**src/rtl/npu_add_tree_top.sv**
```systemverilog
// Eight-lane 8x8 dot product: data bytes (signed or unsigned by mode) times signed parameter bytes, summed by a 3-level adder tree.
// Latency 1 cycle (single output register), one result per cycle; no handshake, so no backpressure.
module npu_add_tree_top #(
    parameter int LANES = 8,
    parameter int DW    = 8,
    parameter int RW    = 19
) (
    input  logic                  clk,
    input  logic                  rst_n,
    input  logic [LANES*DW-1:0]   add_tree_data,
    input  logic [LANES*DW-1:0]   add_tree_para,
    input  logic                  is_signed_data,
    output logic [RW-1:0]         add_result
);

    logic [16:0] w_prod [LANES];
    logic [17:0] w_l1   [4];
    logic [18:0] w_l2   [2];
    logic [18:0] w_sum;
    logic [RW-1:0] r_add_result;

    // Data gets a 9th bit that is its sign only in signed mode; products are
    // formed at 17 bits, which holds every 9x8 signed product exactly.
    for (genvar i = 0; i < LANES; i++) begin : g_mul
        logic        w_dsx;
        logic [16:0] w_d;
        logic [16:0] w_p;
        assign w_dsx     = is_signed_data & add_tree_data[DW*i+7];
        assign w_d       = {{8{w_dsx}}, w_dsx, add_tree_data[DW*i +: DW]};
        assign w_p       = {{9{add_tree_para[DW*i+7]}}, add_tree_para[DW*i +: DW]};
        assign w_prod[i] = w_d * w_p;
    end

    for (genvar j = 0; j < 4; j++) begin : g_l1
        assign w_l1[j] = {w_prod[2*j][16], w_prod[2*j]} + {w_prod[2*j+1][16], w_prod[2*j+1]};
    end

    for (genvar j = 0; j < 2; j++) begin : g_l2
        assign w_l2[j] = {w_l1[2*j][17], w_l1[2*j]} + {w_l1[2*j+1][17], w_l1[2*j+1]};
    end

    // Full-precision sum spans -261120..259080, so the 19-bit add cannot wrap.
    assign w_sum = w_l2[0] + w_l2[1];

    always_ff @(posedge clk or negedge rst_n) begin
        if (!rst_n) begin
            r_add_result <= '0;
        end else begin
            r_add_result <= w_sum;
        end
    end

    assign add_result = r_add_result;

endmodule

```
**config.mk**
```make
export PLATFORM = sky130hd
export DESIGN_NAME = npu_add_tree_top
export DESIGN_NICKNAME = d
export VERILOG_FILES = /design/src/rtl/npu_add_tree_top.sv
export SDC_FILE = /design/constraint.sdc
export NUM_CORES = 2
export LEC_CHECK = 0
export BUFFER_PORTS_ARGS = -buffer_cell sky130_fd_sc_hd__buf_4
export CAP_MARGIN = 20
export CORE_UTILIZATION = 50
export DETAILED_ROUTE_END_ITERATION = 8
export GPL_ROUTABILITY_DRIVEN = 1
export GPL_TIMING_DRIVEN = 0
export PLACE_DENSITY_LB_ADDON = 0.1
export SYNTH_ARGS = -nofsm -noshare
export SYNTH_HDL_FRONTEND = slang
export SYNTH_SLANG_ARGS = --single-unit
```
**constraint.sdc**
```tcl
create_clock -name clk -period 0.8 [get_ports clk]
set_clock_uncertainty 0.05 [all_clocks]
set_input_delay 0 -clock clk [delete_from_list [all_inputs] [get_ports clk]]
set_output_delay 0 -clock clk [all_outputs]
set_load 0.005 [all_outputs]
```
# Word level (Yosys, flattened, before mapping)
# Index checks and enable logic that the tools add are counted.
[classes] n_mux=0 magnitude_cmp=0 n_eq_ne=0 add_sub_neg=7 n_shift=0 div=0 mul=8 reduce_logical=0 bitwise_logic=8
[op_table] op="$mul 9x8->17" count=8
[op_table] op="$add 17x17->18" count=4
[op_table] op="$add 18x18->19" count=2
[op_table] op="$add 19x19->19" count=1
[op_table] op="$and 1x1->1" count=8
[word_totals] ff_bits=19 in_bits=131 out_inout_bits=19 mem_bits_rw=0 mem_bits_ro=0 latchBits=0 n_memories=0 wordCells=24

# Longest topological paths before layout
[logic_depth] word_depth=5 ltp_mapped=32 mapped_depth_nobuf=30

# Worst setup path before layout
# OpenSTA, ideal clock, no wires.
[synth_timing] path_type="input to register" start="input port is_signed_data" end="register r_add_result[15] (netlist: add_result[15])" slack_ps=-6951 setup_time_ps=131 path_buffers=2 t_arrival_ps=7569 required_time_ps=619 stages=27 path_cell_list="clkbuf_1 -> clkbuf_1 -> nand3_1 -> fa_1 -> inv_1 -> fa_1 -> inv_1 -> fa_1 -> inv_1 -> fa_1 -> inv_1 -> fa_1 -> inv_1 -> fa_1 -> fa_1 -> inv_1 -> fa_1 -> fa_1 -> fa_1 -> inv_1 -> ha_1 -> a21o_1 -> a21oi_1 -> o21a_1 -> a31oi_2 -> and4b_1 -> or3_1"
[synth_between] elab_chain_len=5 word_cells_on_any_way=23 classes_between="add/sub (7); mul (8); bitwise (8)"
[synth_lines] element="start: declaration" line_no="12" text="input logic is_signed_data,"
[synth_lines] element="$and 1x1->1" line_no="28" text="assign w_dsx = is_signed_data & add_tree_data[DW*i+7];"
[synth_lines] element="$mul 9x8->17" line_no="31" text="assign w_prod[i] = w_d * w_p;"
[synth_lines] element="$add 17x17->18" line_no="35" text="assign w_l1[j] = {w_prod[2*j][16], w_prod[2*j]} + {w_prod[2*j+1][16], w_prod[2*j+1]};"
[synth_lines] element="$add 18x18->19" line_no="39" text="assign w_l2[j] = {w_l1[2*j][17], w_l1[2*j]} + {w_l1[2*j+1][17], w_l1[2*j+1]};"
[synth_lines] element="$add 19x19->19 *" line_no="43" text="assign w_sum = w_l2[0] + w_l2[1];"
[synth_lines] element="named net w_sum[15]" line_no="19" text="logic [18:0] w_sum;"
[synth_lines] element="end signal: assignment" line_no="49" text="r_add_result <= w_sum;"
[synth_lines] element="end: declaration" line_no="20" text="logic [RW-1:0] r_add_result;"
# Mark *: on every way through the listed nets, which the timed path passes. The rest lies on a longest branch.

# Worst setup path in the final report
# Same ends and word-level chain as after synthesis.

==> impl_metrics.json <==
{
  "dpl-instance-area_um2": 26900,
  "slowest_cell_delay_on_critical_path_ns": 0.57,
  "max_slew.worst_pin.slew_ns": 0.505,
  "synth.top_cells.by_count": "sky130_fd_sc_hd__inv_1 (833), sky130_fd_sc_hd__fa_1 (738), sky130_fd_sc_hd__and2_1 (289), sky130_fd_sc_hd__nand2_1 (191), sky130_fd_sc_hd__ha_1 (178)",
  "dominant_cell_by_count_in_the_synthesized_netlist": "sky130_fd_sc_hd__inv_1",
  "detailedPlacementHpwl_um": 55200,
  "number_of_violations_of_the_max_capacitance_limit": 0,
  "timing.slew.headroom_pct": 66.3,
  "async_reset_ff_share_pct": 100,
  "layout_cell_share_with_drive_strength_beyond_1_pct": 14.0,
  "vias": 16200,
  "vias_per_cell": 4.95,
  "timing.final.ws_setup_ns": -6.56,
  "worstPathRequired_ns": 0.90,
  "use_met1_pct": 37.2,
  "outcome": "finished, violations left",
  "total_cts_buffers": 3,
  "fmaxAchievable_ghz": 0.136,
  "largest_reg_flops": 19,
  "drt-total-wl_um": 60300,
  "synth.area.top_cells": "sky130_fd_sc_hd__fa_1 (60%), sky130_fd_sc_hd__inv_1 (13%), sky130_fd_sc_hd__ha_1 (9.1%), sky130_fd_sc_hd__and2_1 (7.4%), sky130_fd_sc_hd__nand2_1 (2.9%)",
  "cp_max_fo": 8,
  "clk_pin_slew_ns": 0.07,
  "grt.met3_usage_pct": 2.79,
  "detailedRoute.firstIterationViolations": 805,
  "design.core.area_um2": 48000,
  "synth_top_area_share_pct": 60.2,
  "worst_setup_path_start_kind": "input pin",
  "grt_use_total_pct": 26.4,
  "yosys_most_used_dff": "sky130_fd_sc_hd__dfrtp_1",
  "min_period_ns": 7.36,
  "post_drt_wl_per_cell_um": 18.5,
  "global_route_wire_length_before_repair_um": 100000,
  "total_global_routing_overflow": 0,
  "grt_setup_unrepaired": "yes",
  "cp_data_arrival_time_ns": 7.46,
  "fp.dieH_um": 224,
  "clock_path_buffers": 2,
  "synthDistinctLibCells": 33,
  "netlist.top_cell.by_area": "sky130_fd_sc_hd__fa_1",
  "grt_use_met2_pct": 44.6,
  "synth_cells": 2476,
  "synthesis.area_um2": 24600,
  "synth_seq_cells": 19,
  "synth_nets": 3523,
  "timing.critical_path.to_type": "flop",
  "antenna_violations_before_repair": 1,
  "yosysSeqAreaShare_pct": 1.94,
  "clock_tree.htree_level_count": 1,
  "worstPathBufferInverterCount": 9,
  "synth_enable_flop_cells": 0,
  "first_global_vias": 18400,
  "buffer_ports.inserted": 135,
  "finalInstanceArea_um2": 28000,
  "detailedRoute.firstPassIterationCount": 5,
  "hold_path.class": "in2async",
  "synth.yosys.warnings": 0,
  "chipWidth_um": 224,
  "grt.busiest_layer": "met2",
  "violations": "negative setup slack",
  "grt_max_degree": 20,
  "cts_tree": "done",
  "final_net_count": 3700,
  "finalMaxSlewViolations": 0,
  "synth_area_per_cell_um2": 9.92,
  "final-setup-viol-count": 32,
  "numClockSinks": 19,
  "n_fill_cell": 4286,
  "timing.final.hold_violations": 0,
  "place.gp.congestion": 0.884,
  "layout-area-overhead-vs-synth_pct": 14.2,
  "finalCritPeriodShare_pct": 919,
  "pin_count": 150,
  "path_common_cell": "sky130_fd_sc_hd__fa_1",
  "critical_path.top_delay_family": "adder cells",
  "fp-row-count": 80,
  "die_footprint_um2": 50000,
  "critical_path_class": "in2reg",
  "clockRootBuffer": "sky130_fd_sc_hd__clkbuf_16",
  "final_antenna_net_count": 0,
  "worst_path_max_delay_cell": "sky130_fd_sc_hd__fa_1",
  "start_util_pct": 51.1,
  "drc_violations_left": 0
}
-- metal layers --
layer  vias to the layer above  wire, um
met5                         -         0
met4                         0      1760
met3                        63      3020
met2                       454     30100
met1                      8457     25400
li1                       7193         -
-- area by class of cell --
| cell class | count | area, um2 | area share [%] |
|---|---|---|---|
| antenna | 1 | 2.50 | 0.00892 |
| buffer | 27 | 290 | 1.04 |
| clock buffer | 3 | 75.1 | 0.268 |
| clock inverter | 1 | 5.00 | 0.0178 |
| inverter | 834 | 3150 | 11.2 |
| multi-input combinational | 1596 | 21700 | 77.4 |
| sequential | 19 | 475 | 1.70 |
| tap | 615 | 769 | 2.74 |
| timing repair buffer | 172 | 1570 | 5.59 |
-- kinds of logic after synthesis --
| group | synth area share (%) |
|---|---|
| buf+inv | 13.2 |
| xor+xnor | 1.75 |
| mux | 0.0458 |
| flops | 1.94 |
| compound gates | 0.795 |
| fa+ha+maj | 69.2 |
| simple gates | 13.1 |
-- cell usage in the layout, fill, tap and decap left out, types with 7 or more instances in the layout --
cell                       count
sky130_fd_sc_hd__inv_1       792
sky130_fd_sc_hd__fa_1        715
sky130_fd_sc_hd__and2_1      276
sky130_fd_sc_hd__nand2_1     180
sky130_fd_sc_hd__ha_1        148
sky130_fd_sc_hd__buf_4       121
sky130_fd_sc_hd__buf_6        40
sky130_fd_sc_hd__inv_2        36
sky130_fd_sc_hd__nand2b_1     34
sky130_fd_sc_hd__xnor2_1      32
sky130_fd_sc_hd__ha_4         30
sky130_fd_sc_hd__fa_2         23
sky130_fd_sc_hd__nor2b_1      22
sky130_fd_sc_hd__dfrtp_1      19
sky130_fd_sc_hd__nor2_1       17
sky130_fd_sc_hd__and3_1       16
sky130_fd_sc_hd__and2_4       14
sky130_fd_sc_hd__clkbuf_8     13
sky130_fd_sc_hd__xnor2_2      10
sky130_fd_sc_hd__nand2_2       9
sky130_fd_sc_hd__buf_12        8
sky130_fd_sc_hd__a21oi_2       7
-- through the flow --
stage	instances	setup slack [ns]	TNS, ns	utilization [%]	hold slack (ns)
finish	3268	-6.56	-98.02	58.4	0.109
detailed placement	3226	-7.35	-107.70	55.9	-0.151
global placement	3226	-7.30	-107.37	55.9	-0.159
CTS	3258	-6.53	-97.88	57.8	0.103
floorplan	2476	-6.27	-93.81	-	-0.346
global route	3268	-6.73	-101.30	58.4	0.145
-- timing repair --
| item | CTS | global route |
|---|---|---|
| endpoints found under the hold margin | 19 | 0 |
| setup buffers | 26 | 9 |
| pin swaps | 77 | 65 |
| hold buffers | 1 | 0 |
| gates resized for setup | 153 | 66 |
| setup endpoints to repair | 35 | 38 |
| cloned | 1 | 0 |
-- worst max path at each step --
stage          cells after the start           start              to  slack, ns
6_report                          26  is_signed_data  add_result[15]      -6.56
5_1_grt                           26  is_signed_data  add_result[15]      -6.73
4_1_cts                           23  is_signed_data  add_result[18]      -6.53
3_5_place_dp                      25  is_signed_data  add_result[18]      -7.35
3_3_place_gp                      25  is_signed_data  add_result[18]      -7.30
2_1_floorplan                     26  is_signed_data  add_result[15]      -6.27
Power is left out: the tool's default activity adds up to more than one toggle a clock period on the data nets, which glitch-free logic cannot reach.
